### src/rtl/uart_defs_pkg.sv
// Shared UART definitions: FSM state encoding, frame geometry, line levels.
package uart_defs;

    localparam int unsigned UART_DATA_BITS = 8;
    localparam int unsigned BIT_IDX_W      = $clog2(UART_DATA_BITS);
    localparam logic        LINE_IDLE      = 1'b1;
    localparam logic        LINE_START     = 1'b0;

    typedef enum logic [2:0] {
        ST_IDLE   = 3'd0,
        ST_START  = 3'd1,
        ST_DATA   = 3'd2,
        ST_PARITY = 3'd3,
        ST_STOP   = 3'd4
    } tx_state_e;

endpackage

### src/rtl/tx_uart_fifo.sv
// Byte FIFO with show-ahead head output and registered full/empty flags.
// Callers must not push when full or pop when empty.
module fifo #(
    parameter int unsigned DATA_WIDTH = 8,
    parameter int unsigned DEPTH      = 16
) (
    input  logic                  clk,
    input  logic                  resetn,
    input  logic                  push,
    input  logic [DATA_WIDTH-1:0] wdata,
    input  logic                  pop,
    output logic [DATA_WIDTH-1:0] head_c,
    output logic                  full,
    output logic                  empty
);

    localparam int unsigned AW = $clog2(DEPTH);
    localparam int unsigned CW = AW + 1;

    logic [DATA_WIDTH-1:0] mem [DEPTH];
    logic [AW-1:0]         wr_ptr;
    logic [AW-1:0]         rd_ptr;
    logic [CW-1:0]         count;
    logic [CW-1:0]         count_nxt;

    assign head_c = mem[rd_ptr];

    // Occupancy after this cycle's push/pop
    always_comb begin
        count_nxt = count + CW'(push) - CW'(pop);
    end

    // Storage array, no reset needed
    always_ff @(posedge clk) begin
        if (push) begin
            mem[wr_ptr] <= wdata;
        end
    end

    // Pointers, count and flags; pointers wrap naturally since DEPTH is a power of two
    always_ff @(posedge clk or negedge resetn) begin
        if (!resetn) begin
            wr_ptr <= '0;
            rd_ptr <= '0;
            count  <= '0;
            full   <= 1'b0;
            empty  <= 1'b1;
        end else begin
            if (push) wr_ptr <= wr_ptr + AW'(1);
            if (pop)  rd_ptr <= rd_ptr + AW'(1);
            count <= count_nxt;
            full  <= (count_nxt == CW'(DEPTH));
            empty <= (count_nxt == '0);
        end
    end

endmodule

### src/rtl/tx_uart.sv
// Buffered UART transmitter, 8N1 LSB first, div clocks per bit.
// Build option TX_UART_PARITY_EN adds an even-parity bit (8E1).
module tx_uart
    import uart_defs::*;
#(
    parameter int unsigned FIFO_DEPTH = 16,
    parameter int unsigned DIV_WIDTH  = 16
) (
    input  logic                      clk,
    input  logic                      resetn,
    input  logic                      data_wr,
    input  logic [UART_DATA_BITS-1:0] data_in,
    input  logic [DIV_WIDTH-1:0]      div,
    output logic                      tx_out,
    output logic                      fifo_full,
    output logic                      busy,
    output logic                      overflow
);

    tx_state_e                 state_q, state_nxt;
    logic [DIV_WIDTH-1:0]      timer_q, timer_nxt;
    logic [DIV_WIDTH-1:0]      div_q, div_nxt;
    logic [BIT_IDX_W-1:0]      bit_idx_q, bit_idx_nxt;
    logic [UART_DATA_BITS-1:0] shreg_q, shreg_nxt;
    logic                      tx_nxt;
    logic                      busy_nxt;
    logic                      push_c;
    logic                      pop_c;
    logic                      fifo_empty;
    logic [UART_DATA_BITS-1:0] head_c;
    logic                      timer_done_c;

    // Full is the registered flag, so a write in a popping cycle is still dropped
    assign push_c       = data_wr & ~fifo_full;
    assign timer_done_c = (timer_q == DIV_WIDTH'(1));

    fifo #(
        .DATA_WIDTH (UART_DATA_BITS),
        .DEPTH      (FIFO_DEPTH)
    ) u_fifo (
        .clk    (clk),
        .resetn (resetn),
        .push   (push_c),
        .wdata  (data_in),
        .pop    (pop_c),
        .head_c (head_c),
        .full   (fifo_full),
        .empty  (fifo_empty)
    );

    // Frame sequencing, bit timer and next line level
    always_comb begin
        state_nxt   = state_q;
        timer_nxt   = timer_q;
        div_nxt     = div_q;
        bit_idx_nxt = bit_idx_q;
        shreg_nxt   = shreg_q;
        pop_c       = 1'b0;
        tx_nxt      = LINE_IDLE;

        case (state_q)
            ST_IDLE: begin
                if (!fifo_empty) begin
                    pop_c     = 1'b1;
                    shreg_nxt = head_c;
                    div_nxt   = (div == '0) ? DIV_WIDTH'(1) : div;
                    timer_nxt = (div == '0) ? DIV_WIDTH'(1) : div;
                    state_nxt = ST_START;
                end
            end
            ST_START: begin
                if (timer_done_c) begin
                    timer_nxt   = div_q;
                    bit_idx_nxt = '0;
                    state_nxt   = ST_DATA;
                end else begin
                    timer_nxt = timer_q - DIV_WIDTH'(1);
                end
            end
            ST_DATA: begin
                if (timer_done_c) begin
                    timer_nxt = div_q;
                    if (bit_idx_q == BIT_IDX_W'(UART_DATA_BITS - 1)) begin
`ifdef TX_UART_PARITY_EN
                        state_nxt = ST_PARITY;
`else
                        state_nxt = ST_STOP;
`endif
                    end else begin
                        bit_idx_nxt = bit_idx_q + BIT_IDX_W'(1);
                    end
                end else begin
                    timer_nxt = timer_q - DIV_WIDTH'(1);
                end
            end
`ifdef TX_UART_PARITY_EN
            ST_PARITY: begin
                if (timer_done_c) begin
                    timer_nxt = div_q;
                    state_nxt = ST_STOP;
                end else begin
                    timer_nxt = timer_q - DIV_WIDTH'(1);
                end
            end
`endif
            ST_STOP: begin
                if (timer_done_c) begin
                    state_nxt = ST_IDLE;
                end else begin
                    timer_nxt = timer_q - DIV_WIDTH'(1);
                end
            end
            default: begin
                state_nxt = ST_IDLE;
            end
        endcase

        case (state_nxt)
            ST_START: tx_nxt = LINE_START;
            ST_DATA:  tx_nxt = shreg_nxt[bit_idx_nxt];
`ifdef TX_UART_PARITY_EN
            ST_PARITY: tx_nxt = ^shreg_nxt;
`endif
            default:  tx_nxt = LINE_IDLE;
        endcase

        // FIFO only drains from IDLE (which then leaves IDLE), so next-cycle
        // non-emptiness reduces to current non-empty or a push now
        busy_nxt = (state_nxt != ST_IDLE) | ~fifo_empty | push_c;
    end

    // State, datapath and output registers
    always_ff @(posedge clk or negedge resetn) begin
        if (!resetn) begin
            state_q   <= ST_IDLE;
            timer_q   <= '0;
            div_q     <= '0;
            bit_idx_q <= '0;
            shreg_q   <= '0;
            tx_out    <= LINE_IDLE;
            busy      <= 1'b0;
        end else begin
            state_q   <= state_nxt;
            timer_q   <= timer_nxt;
            div_q     <= div_nxt;
            bit_idx_q <= bit_idx_nxt;
            shreg_q   <= shreg_nxt;
            tx_out    <= tx_nxt;
            busy      <= busy_nxt;
        end
    end

    // Sticky flag for writes dropped on a full FIFO
    always_ff @(posedge clk or negedge resetn) begin
        if (!resetn) begin
            overflow <= 1'b0;
        end else if (data_wr && fifo_full) begin
            overflow <= 1'b1;
        end
    end

endmodule

### config.mk
export PLATFORM = sky130hd
export DESIGN_NAME = tx_uart
export DESIGN_NICKNAME = d
export VERILOG_FILES = /design/src/rtl/uart_defs_pkg.sv /design/src/rtl/tx_uart_fifo.sv /design/src/rtl/tx_uart.sv
export SDC_FILE = /design/constraint.sdc
export NUM_CORES = 1
export LEC_CHECK = 0
export CORE_AREA = 2 2 140 142
export CTS_CLUSTER_SIZE = 8
export DETAILED_ROUTE_END_ITERATION = 12
export DIE_AREA = 0 0 142 144
export PLACE_DENSITY = 0.7
export SYNTH_ARGS = -nofsm -noshare
export SYNTH_HDL_FRONTEND = slang
export SYNTH_SLANG_ARGS = --single-unit
### constraint.sdc
create_clock -name clk -period 5.9 [get_ports clk]
set_input_delay 0.59 -clock clk [delete_from_list [all_inputs] [get_ports clk]]
set_output_delay 0.59 -clock clk [all_outputs]
set_load 0.02 [all_outputs]
==> results.json <==
{
  "run_status": "complete, no violations",
  "final_util": 0.502,
  "hold_buffers": 0,
  "p_int_mw": 3.04,
  "antenna_left": 0,
  "rsz0062_at_grt": "no",
  "cts_tree": "done",
  "initial_core_util": 0.442,
  "drive_above_1_share": 0.148,
  "grt_max_degree": 65,
  "grt_pass1_wl_um": 27400,
  "grt_pass1_vias": 4925,
  "register_area_mm2": 0.00545,
  "fin_crit_sh": 0.559,
  "synth_area_mm2": 0.00842,
  "firstDrtPassIters": 5,
  "topRoutingLayerUsed": "met4",
  "r2r_slack_ps": 2600,
  "instances_no_fill": 871,
  "worstMarginPinSlew_ps": 1210,
  "cts_setup_buffers": 0,
  "skew_ps": 12.4,
  "hpwlAfterDp_um": 11200,
  "drv_slew": 0,
  "clkPwrFrac": 0.270,
  "p_leak_nw": 3.49,
  "postLayoutCellArea_mm2": 0.00958,
  "placed_cells": 839,
  "vias": 4960,
  "required_ps": 6270,
  "netlist_instances": 593,
  "power_per_cell_area_mw_per_mm2": 485,
  "reg2reg_to": "u_fifo.full",
  "ys_types": 65,
  "nets": 661,
  "synthFlopType": "edfxtp_1",
  "clk_latency_ps": 440,
  "dieArea_mm2": 0.0204,
  "ir_worst_vdd_v": 0.000190,
  "synth_edf_count": 128,
  "io_buffers": 30,
  "clkTransAtPathRegs_ps": 80,
  "wl_met3_um": 641,
  "hold_class": "in2async",
  "overflow": 0,
  "coreArea_mm2": 0.0191,
  "hold_violations": 0,
  "wl_um": 17100,
  "p_comb_frac": 0.314,
  "synthArstFlopShare": 0.333,
  "place.gp.congestion": 0.831,
  "power_switching_share": 0.346,
  "worstPathMaxFanout": 30,
  "antennaDiodeCount": 0,
  "antenna_found_initial": 0,
  "layout_min_cycle_time_ps": 3300,
  "cp-startpoint": "state_q[0]",
  "rows": 51,
  "die_h_um": 144,
  "cts_root_buf": "clkbuf_16",
  "r2r_cells": 10,
  "synth_seq_cells": 192,
  "wire_per_inst_um": 19.6,
  "seq_power_share": 0.415,
  "cts_resized": 0,
  "seq_area_frac_synth": 0.647,
  "wl_met1_um": 7240,
  "setup.worst_path.end": "u_fifo.full",
  "clockBufferDepth": 2,
  "critPathKind": "reg2reg",
  "cap_violations": 0,
  "h-tree-depth": 4,
  "grt_usage": 0.178,
  "finalSetupViolations": 0,
  "yosys_warnings": 0,
  "worstReg2RegStart": "state_q[0]",
  "start_kind": "register",
  "synth_top_area_frac": 0.456,
  "syn-num-nets": 634,
  "fmaxAchievable_ghz": 0.303,
  "relSlewSlack": 0.188,
  "yosys-top-cells-area": "edfxtp_1 (46%), dfrtp_1 (18%), mux4_2 (8.6%), nand2_1 (3.2%), ha_1 (1.9%)",
  "fin_setup_tns_ps": 0,
  "worstPathArrival_ps": 3670,
  "dr_wl_met2_um": 8820,
  "drtIter0Drc": 390,
  "multiInputGateArea_mm2": 0.00276,
  "setup.worst_path.end_class": "register",
  "placed_area_mm2": 0.00891,
  "switching_power_mw": 1.61,
  "drcViolationCount": 0,
  "yosys.area.top_type": "edfxtp_1",
  "die_w_um": 142,
  "cts.sinks": 192,
  "area_delta_synth_final_pct": 13.7,
  "cts-buffers-inserted": 17,
  "top_level_ports": 31,
  "fillCellCount": 1549,
  "vias_per_cell": 5.69,
  "avgSynthCellArea_um2": 14.2
}
-- layout make-up --
class	instances	share of cell area
Tap cell	238	0.0311
Inverter	21	0.00823
Timing Repair Buffer	34	0.0340
Clock buffer	17	0.0444
Clock inverter	15	0.0252
Multi-Input combinational cell	354	0.288
Sequential cell	192	0.569
-- state kept, by name, summed over array words and instances (netlist names), 4 cells and up --
name / flops
u_fifo.wr_ptr: 4
shreg_q: 8
u_fifo.count: 5
timer_q: 16
u_fifo.mem: 128
u_fifo.rd_ptr: 4
div_q: 16
-- cells in the mapped netlist, types with 3 or more instances --
library cell,n
a21oi_1,21
a31oi_1,3
buf_4,4
nand2_1,71
inv_1,19
a21o_1,7
o31a_1,3
nor4_1,8
edfxtp_1,128
and2_1,18
a22oi_1,7
a22o_1,7
xor2_1,3
nand2b_1,6
ha_1,13
mux4_2,32
xnor2_1,9
nor2_1,32
o21ai_0,17
a221oi_1,4
clkbuf_1,8
nand3_1,3
o21ai_1,13
dfrtp_1,62
nor3_1,10
buf_2,11
o22ai_1,4
a211oi_1,6
mux2i_1,15
nand4_1,5
-- power by group through the flow --
stage               clock, mW  sequential (mW)  combinational (mW)
CTS                      1.27             1.93                1.47
global placement            0             1.93                1.41
finish                   1.26             1.93                1.46
detailed placement          0             1.95                1.46
floorplan                   0             1.91                1.11
global route             1.33             1.96                1.62
-- per-stage QoR --
stage                     hold slack [ps]  setup WS (ps)  total power [mW]
after global placement                437           2800              3.34
after detailed placement              456           2650              3.41
after global routing                  380           2280              4.91
after CTS                             360           2630              4.67
after floorplan                       294           2770              3.02
final                                 313           2600              4.65
-- kinds of logic after synthesis --
family / share of synthesized area
adder cells (fa/ha/maj): 0.0217
buffers and inverters: 0.0252
AND/OR/NAND/NOR: 0.103
flip-flops: 0.647
XOR/XNOR: 0.0125
multiplexers: 0.106
AO/OA/AOI/OAI: 0.0850
-- worst max-delay path: stages, from the launching register on --
cell and delay [ps]:
dfrtp_1 520, or4_4 760, inv_2 350, ha_1 200, inv_1 40, ha_1 190, fa_1 420, a21o_1 190
a21oi_1 190, xnor2_1 190, and2_1 160
-- how the worst min path moves through the flow --
stage	from	endpoint	cells after the start
finish	resetn	timer_q[9]	2
CTS	resetn	div_q[6]	2
floorplan	resetn	bit_idx_q[0]	0
detailed placement	overflow	overflow	1
global placement	overflow	overflow	1
global route	resetn	timer_q[9]	2
-- placed cells by master, fill, tap and decap left out, types with 6 or more instances in the layout --
master / synthesis / final
mux4_2: 32 / 32
nand2b_1: 6 / 6
a21o_1: 7 / 7
xnor2_1: 9 / 9
inv_8: 0 / 6
nor2_1: 32 / 32
clkdlybuf4s50_1: 0 / 29
o21ai_0: 17 / 17
a211oi_1: 6 / 6
a21oi_1: 21 / 21
ha_1: 13 / 13
edfxtp_1: 128 / 128
mux2i_1: 15 / 15
clkbuf_16: 0 / 17
and2_1: 18 / 18
nor3_1: 10 / 10
nor4_1: 8 / 8
a22oi_1: 7 / 7
dfrtp_1: 62 / 61
o21ai_1: 13 / 13
inv_1: 19 / 19
nand2_1: 71 / 71
a22o_1: 7 / 7
-- metal layers --
metal / track usage / vias to the layer above
li1: - / 2285
met1: 0.235 / 2504
met2: 0.294 / 137
met3: 0.0334 / 34
met4: 0.0674 / 0
met5: 0 / -
No activity file was read; power rests on OpenSTA's default activity.
